<file path="src/rtl/bcd_display_scanner_if.sv">
// Digit/segment bundle between the BCD counter bank and the display scanner.
// The master side supplies digits and controls; the slave side drives the display.
interface bcd_display_scanner_if #(
  parameter int unsigned DIGITS = 4
);
  logic [4*DIGITS-1:0] digits_in;
  logic                latch;
  logic                blank_lz;
  logic [6:0]          seg_out;
  logic [DIGITS-1:0]   dig_en;
  logic                err;

  modport master (
    output digits_in,
    output latch,
    output blank_lz,
    input  seg_out,
    input  dig_en,
    input  err
  );

  modport slave (
    input  digits_in,
    input  latch,
    input  blank_lz,
    output seg_out,
    output dig_en,
    output err
  );
endinterface

</file>
<file path="src/rtl/bcd_display_scanner.sv">
// Time-multiplexed seven-segment driver: captures BCD digits into a shadow
// register on latch and scans them one at a time with a fixed dwell per digit.
module bcd_display_scanner #(
  parameter int unsigned DIGITS      = 4,
  parameter int unsigned REFRESH_DIV = 4
) (
  input logic                    clk,
  input logic                    reset,
  bcd_display_scanner_if.slave   bus
);

  localparam int unsigned IdxW = (DIGITS > 1) ? $clog2(DIGITS) : 1;
  localparam int unsigned PreW = (REFRESH_DIV > 1) ? $clog2(REFRESH_DIV) : 1;

  localparam logic [6:0] SegZero  = 7'b0111111;
  localparam logic [6:0] SegDash  = 7'b1000000;
  localparam logic [6:0] SegBlank = 7'b0000000;

  logic [4*DIGITS-1:0] shadow_q, shadow_d;
  logic [PreW-1:0]     pre_q, pre_d;
  logic [IdxW-1:0]     idx_q, idx_d;
  logic [6:0]          seg_q, seg_d;
  logic [DIGITS-1:0]   dig_en_q, dig_en_d;
  logic                err_q, err_d;

  logic                wrap;
  logic                invalid;
  logic [DIGITS-1:0]   zero_run;
  logic                all_zero;
  logic [3:0]          cur_nib;
  logic                cur_zero_run;

  function automatic logic [6:0] decode(input logic [3:0] v);
    logic [6:0] s;
    case (v)
      4'd0:    s = 7'b0111111;
      4'd1:    s = 7'b0000110;
      4'd2:    s = 7'b1011011;
      4'd3:    s = 7'b1001111;
      4'd4:    s = 7'b1100110;
      4'd5:    s = 7'b1101101;
      4'd6:    s = 7'b1111101;
      4'd7:    s = 7'b0000111;
      4'd8:    s = 7'b1111111;
      4'd9:    s = 7'b1101111;
      default: s = SegDash;
    endcase
    return s;
  endfunction

  // Prescaler and scan index.
  always_comb begin
    wrap  = (pre_q == PreW'(REFRESH_DIV - 1));
    pre_d = wrap ? '0 : pre_q + PreW'(1);
    idx_d = idx_q;
    if (wrap) begin
      idx_d = (idx_q == IdxW'(DIGITS - 1)) ? '0 : idx_q + IdxW'(1);
    end
  end

  // Capture path; err tracks the word being captured, not the shadow.
  always_comb begin
    invalid = 1'b0;
    for (int unsigned i = 0; i < DIGITS; i++) begin
      invalid = invalid | (bus.digits_in[4*i +: 4] > 4'd9);
    end
    shadow_d = bus.latch ? bus.digits_in : shadow_q;
    err_d    = bus.latch ? invalid : err_q;
  end

  // zero_run[i] is set when shadow digits i..DIGITS-1 are all zero.
  always_comb begin
    all_zero = 1'b1;
    zero_run = '0;
    for (int i = int'(DIGITS) - 1; i >= 0; i--) begin
      all_zero    = all_zero & (shadow_q[4*i +: 4] == 4'd0);
      zero_run[i] = all_zero;
    end
  end

  always_comb begin
    cur_nib      = 4'd0;
    cur_zero_run = 1'b0;
    dig_en_d     = '0;
    for (int unsigned i = 0; i < DIGITS; i++) begin
      if (idx_q == IdxW'(i)) begin
        cur_nib      = shadow_q[4*i +: 4];
        cur_zero_run = zero_run[i];
        dig_en_d[i]  = 1'b1;
      end
    end
    // Digit 0 always shows, so a value of zero still displays "0".
    if (bus.blank_lz && (idx_q != '0) && cur_zero_run) begin
      seg_d = SegBlank;
    end else begin
      seg_d = decode(cur_nib);
    end
  end

  always_ff @(posedge clk) begin
    if (reset) begin
      shadow_q <= '0;
      pre_q    <= '0;
      idx_q    <= '0;
      seg_q    <= SegZero;
      dig_en_q <= DIGITS'(1);
      err_q    <= 1'b0;
    end else begin
      shadow_q <= shadow_d;
      pre_q    <= pre_d;
      idx_q    <= idx_d;
      seg_q    <= seg_d;
      dig_en_q <= dig_en_d;
      err_q    <= err_d;
    end
  end

  assign bus.seg_out = seg_q;
  assign bus.dig_en  = dig_en_q;
  assign bus.err     = err_q;

endmodule

</file>
<file path="src/flat_wrapper.sv">
// flat-port wrapper written by rule: the top's interface ports become plain ports
module bcd_display_scanner_flat 
#(
  parameter int unsigned DIGITS      = 4,
  parameter int unsigned REFRESH_DIV = 4
)
  (clk, reset, bus_digits_in, bus_latch, bus_blank_lz, bus_seg_out, bus_dig_en, bus_err);
  bcd_display_scanner_if #(.DIGITS(DIGITS)) bus_i ();
  input logic clk;
  input logic reset;
  input wire logic [$bits(bus_i.digits_in)-1:0] bus_digits_in;
  input wire logic [$bits(bus_i.latch)-1:0] bus_latch;
  input wire logic [$bits(bus_i.blank_lz)-1:0] bus_blank_lz;
  output wire logic [$bits(bus_i.seg_out)-1:0] bus_seg_out;
  output wire logic [$bits(bus_i.dig_en)-1:0] bus_dig_en;
  output wire logic [$bits(bus_i.err)-1:0] bus_err;
  assign bus_i.digits_in = bus_digits_in;
  assign bus_i.latch = bus_latch;
  assign bus_i.blank_lz = bus_blank_lz;
  assign bus_seg_out = bus_i.seg_out;
  assign bus_dig_en = bus_i.dig_en;
  assign bus_err = bus_i.err;
  bcd_display_scanner #(.DIGITS(DIGITS), .REFRESH_DIV(REFRESH_DIV)) u_core (.clk(clk), .reset(reset), .bus(bus_i));
endmodule
</file>
<file path="config.mk">
export PLATFORM = sky130hd
export DESIGN_NAME = bcd_display_scanner_flat
export DESIGN_NICKNAME = d
export VERILOG_FILES = /design/src/rtl/bcd_display_scanner_if.sv /design/src/rtl/bcd_display_scanner.sv /design/src/flat_wrapper.sv
export SDC_FILE = /design/constraint.sdc
export NUM_CORES = 1
export LEC_CHECK = 0
export CAP_MARGIN = 0
export CORE_MARGIN = 4
export CORE_UTILIZATION = 50
export DETAILED_ROUTE_END_ITERATION = 16
export DONT_BUFFER_PORTS = 1
export MAX_ROUTING_LAYER = met4
export PLACE_DENSITY = 0.74
export SLEW_MARGIN = 30
export SYNTH_ARGS = -nofsm -noshare
export SYNTH_HDL_FRONTEND = slang
export SYNTH_SLANG_ARGS = --single-unit
</file>
<file path="constraint.sdc">
create_clock -name clk -period 2 [get_ports clk]
set_input_delay 0.2 -clock clk [delete_from_list [all_inputs] [get_ports clk]]
set_output_delay 0.2 -clock clk [all_outputs]
set_load 0.01 [all_outputs]
</file>
**Word level (Yosys, flattened, before mapping)**

Memories as Yosys holds them, arrays and structs flattened.
Index checks and enable logic that the tools add are counted.

- ROM bits: 112
- Bits of input ports: 20
- Register bits: 32
- Memories kept: 1
- Logic and storage cells: 48

Memories:

| memory | depth | bits a word | read ports | clocked after memory_dff | write ports | RTL line | text |
|---|---|---|---|---|---|---|---|
| (no name shown) | 16 | 7 | 1 | 0 | 0 | bcd_display_scanner.sv:35 | `case (v)` |

- Reductions and logical operators: 10
- Magnitude comparators: 4
- Equal/unequal tests: 4
- Muxes and demuxes: 14
- Bitwise logic cells: 6
- $add $sub $neg: 2

Operators with widths:

| operator | number |
|---|---|
| $gt A4 B4 Y1 const B | 4 |
| $logic_not A4 Y1 | 4 |
| $mux W4 | 4 |
| $mux W1 | 8 |
| $eq A2 B2 Y1 const B | 3 |
| $mux W6 | 1 |
| $add A2 B1 Y2 const B | 2 |
| $reduce_or A2 Y1 | 2 |
| $and A1 B1 Y1 | 3 |
| $or A1 B1 Y1 | 3 |
| $eq A2 B1 Y1 const B | 1 |
| $logic_and A1 B1 Y1 | 2 |
| $logic_not A2 Y1 | 1 |
| $mux W2 | 1 |
| $reduce_bool A2 Y1 | 1 |

**Longest topological paths before layout**

- Word-level depth: 10
- Mapped depth: 10
- Gate-level depth less buffers: 9

**Worst setup path before layout**

Ideal clock, no wire load.

- Path type: reg-to-reg
- Start: reg u_core.idx_q[1]
- End: reg u_core.seg_q[3], in the netlist u_core.bus.seg_out[3]
- Clock period less this slack: 1.986 ns
- Slack: 0.014 ns
- Data arrival time: 1.859 ns
- Stages on the path, launching flop included: 10
- Cell sequence: dfxtp_1 inv_1 ha_1 buf_4 a211oi_1 a221o_1 inv_1 ha_1 nor2_1 or3_1

- Cells in the longest elaborated chain, start to end: 7
- Elaborated cells between the ends (all ways): 17
- Those cells by class: 3 x eq/ne; 9 x mux; 4 x reduce/logical; 1 x memory

Ends and longest elaborated chain:

| item | RTL line | text |
|---|---|---|
| start: declaration | bcd_display_scanner.sv:21 | `logic [IdxW-1:0] idx_q, idx_d;` |
| start signal: assignment | bcd_display_scanner.sv:111 | `idx_q <= idx_d;` |
| $logic_not A2 Y1 | bcd_display_scanner.sv:86 | `if (idx_q == IdxW'(i)) begin` |
| $mux W4 or $mux W1 (tied branches) (4 in a row) | bcd_display_scanner.sv:86 |  |
| $mem_v2 Z16 W7 or $logic_and A1 B1 Y1 (tied branches) | -- |  |
| $mux W6 (*) | bcd_display_scanner.sv:93 | `if (bus.blank_lz && (idx_q != '0) && cur_zero_run) begin` |
| end signal: assignment | bcd_display_scanner.sv:105 | `seg_q <= SegZero;` |
| end signal: assignment | bcd_display_scanner.sv:112 | `seg_q <= seg_d;` |
| end: declaration | bcd_display_scanner.sv:22 | `logic [6:0] seg_q, seg_d;` |

Every way passes the cells marked *; elsewhere a longest branch is shown, timed or not.
A chain may end at the register's enable or synchronous reset.

**Worst setup path after layout**

Ends and elaborated chain as after synthesis.

==> results.tsv <==
metric	value	unit
status	finished clean	
Cells after Synth	158	
Worst Max-Slew Pin Slew	0.4699	ns
initial antenna violation count	0	
CP startpoint	u_core.idx_q[1]	
first-pass GRT wire length	5430	um
Post-Layout Cell Count	215	
CP Data Required Time	2.22	ns
fin area	1884	um2
Congestion Overflow GR	0	
largest fanout on the critical path	8	
CTS Sinks	32	
row count	19	
Detail Route met3 WL	219	um
Max transition margin	0.6867	
DR vias/cell	5.633	
setup_tns	0	ns
period utilization	0.9886	
CTS Buf Count	5	
HPWL after detailed placement	2344	um
router iterations before antenna repair	4	
clock-pin slew on the worst setup and hold paths	0.09	ns
clk root buf	clkbuf_4	
total power	1.323	mW
Port Buffers	0	
ratio of cells with drive above 1 in the final layout	0.2609	
launch point of the worst reg-to-reg path	u_core.idx_q[1]	
CTS tree	yes	
Syn Area/Cell	9.558	um2
RSZ-0062 raised after global routing	yes	
kind of end point of the critical path	flip-flop	
worst hold start	bus_digits_in[4]	
number of max-cap violations	0	
routed length per instance	15.54	um
Slew Limit Fails	0	
Tot GR Track Use	0.1824	
synth warn	0	
top sig layer	met4	
LEAKAGE	0.7890	nW
Post-synth EDFFs	0	
die area	3964	um2
Final setup viols	0	
Crit path top cell by count	ha_4	
worst clock skew	0.008894	ns
Synth async-reset ratio	0	
Min-Delay Path Class	input port to flip-flop	
htree depth	2	
post-route DRC violation count	0	
Layout area overhead	24.77	%
Critical-path top delay cell	a221o_2	
pwr dens	702.0	nW/um2
GPL Wtd Cong	0.9605	
largest net degree at the start of global routing	29	
via count	1211	
WHS Path Cells	2	
placed cell area	1618	um2
detailed-route wire length	3342	um
routed length on met2	1627	um
number of distinct library cells after synthesis	33	
synthesis-stage register bit count	32	
Peak VDD IR	579.4	uV
synth cell count leaders	dfxtp_1, nor2_1, mux2i_1, ha_1, inv_1	
Synth area leaders	dfxtp_1, mux2i_1, ha_1	
share of Yosys cell area claimed by the top area cell type	0.4242	
startpoint types	flip-flop	
worst slack, placed	-0.1459	ns
crit-path cells	inv_4 -> ha_4 -> nand3b_1 -> a221o_2 -> ha_4 -> nor2_1 -> or3_1	
die height	62.96	um
sequential area share after synthesis	0.4242	
worst setup margin	0.02275	ns
leading area contributor after synthesis	dfxtp_1	
Crit Path Category	flip-flop to flip-flop	
top-count cell post-synth	dfxtp_1	
CTS Buffer Depth	2	
Hold Fails Final Rpt	0	
syn nets	188	
fin nets	213	
Antenna Cells	0	
ys flop type	dfxtp_1	
vias in the first global route	1135	
Fmax achieved	505.8	MHz
Critical Path AT	2.20	ns
I/O pins	32	
clock latency on the worst-skew pair	0.33	ns
placed cell count	196	
min cycle time layout	1.977	ns
Starting Density	0.5338	
Die X	62.96	um
CP peak stage delay	0.45	ns
R2R depth	7	
Core ar.	2829	um2
1st-iter DRT viols	37	
Antenna Nets Post-Route	0	
M1 WL	1438	um
area of the mapped netlist	1510	um2
-- critical path: cells and delay by family, from the launching register on --
kind,cells,cell delay [ns]
adder cells (fa/ha/maj),2,0.47
AO/OA/AOI/OAI,1,0.45
buffers and inverters,1,0.05
flip-flops,1,0.40
AND/OR/NAND/NOR,3,0.49
-- layer usage --
metal	vias to the layer above	global-route usage
met5	-	-
met3	8	0.07014
met2	46	0.2885
met4	0	0.08540
li1	605	-
met1	552	0.2013
-- layout by cell type (no fill, tap or decap), types with 2 or more instances in the layout --
cell type and count:
a21oi_1 6, or3_1 3, nor3b_1 3, dfxtp_1 30, nor2_1 26, ha_4 6, clkbuf_1 2, nor3b_2 2
clkbuf_4 5, mux2i_1 19, inv_1 4, buf_4 18, nor2b_1 5, nand2_1 4, a211oi_2 2, nand3b_1 3
o21ai_0 5, a211oi_1 2, dlygate4sd3_1 6, inv_2 3, ha_1 3, nor4_1 3, o21a_1 2, dfxtp_4 2
-- path summary, 6_finish.rpt --
check                          endpoint  slack (ns)
setup / recovery  u_core.bus.seg_out[3]        0.02
hold / removal       u_core.shadow_q[4]        0.01
setup reg to reg  u_core.bus.seg_out[3]        0.02
hold reg to reg         u_core.pre_q[0]        0.43
-- through the flow --
step                hold slack (ns)  utilization
floorplan                    0.3036            -
finish                      0.01215       0.6661
detailed placement           0.2767       0.5719
global placement             0.2767       0.5719
CTS                       0.0001076       0.6236
global route                0.01073       0.6661
-- report_power, final --
part           switching, mW  total, mW  internal, mW  leakage, nW
clock network          0.204      0.377         0.173       0.0326
logic                  0.103      0.226         0.123        0.491
registers             0.0396      0.720         0.680        0.265
total                  0.346       1.32         0.977        0.789
-- cell type report --
cell class	instances	area, um2
timing repair buffer	26	211.5
sequential	32	648.1
multi-input combinational	110	894.6
fill	219	944.7
tap	31	38.79
clock buffer	8	58.81
inverter	8	32.53
-- kinds of logic after synthesis --
logic type      Yosys count  share of synthesized area
simple gates             54                     0.1906
fa+ha+maj                10                    0.08285
buf+inv                  16                    0.04888
flops                    32                     0.4242
mux                      19                     0.1259
compound gates           27                     0.1276
-- timing repair --
item | CTS | global route
hold endpoints to repair | 28 | 3
hold buffers | 3 | 4
resized for setup | 13 | 15
pin swaps | 1 | 11
setup endpoints to repair | 7 | 7
buffers inserted | 1 | 3
-- registers in the layout, indices dropped and copies added, names as in the netlist --
register and cells:
u_core.pre_q 2, u_core.bus.err 1, u_core.bus.dig_en 4, u_core.idx_q 2, u_core.shadow_q 16, u_core.bus.seg_out 7
(Power assumes the default switching activity.)
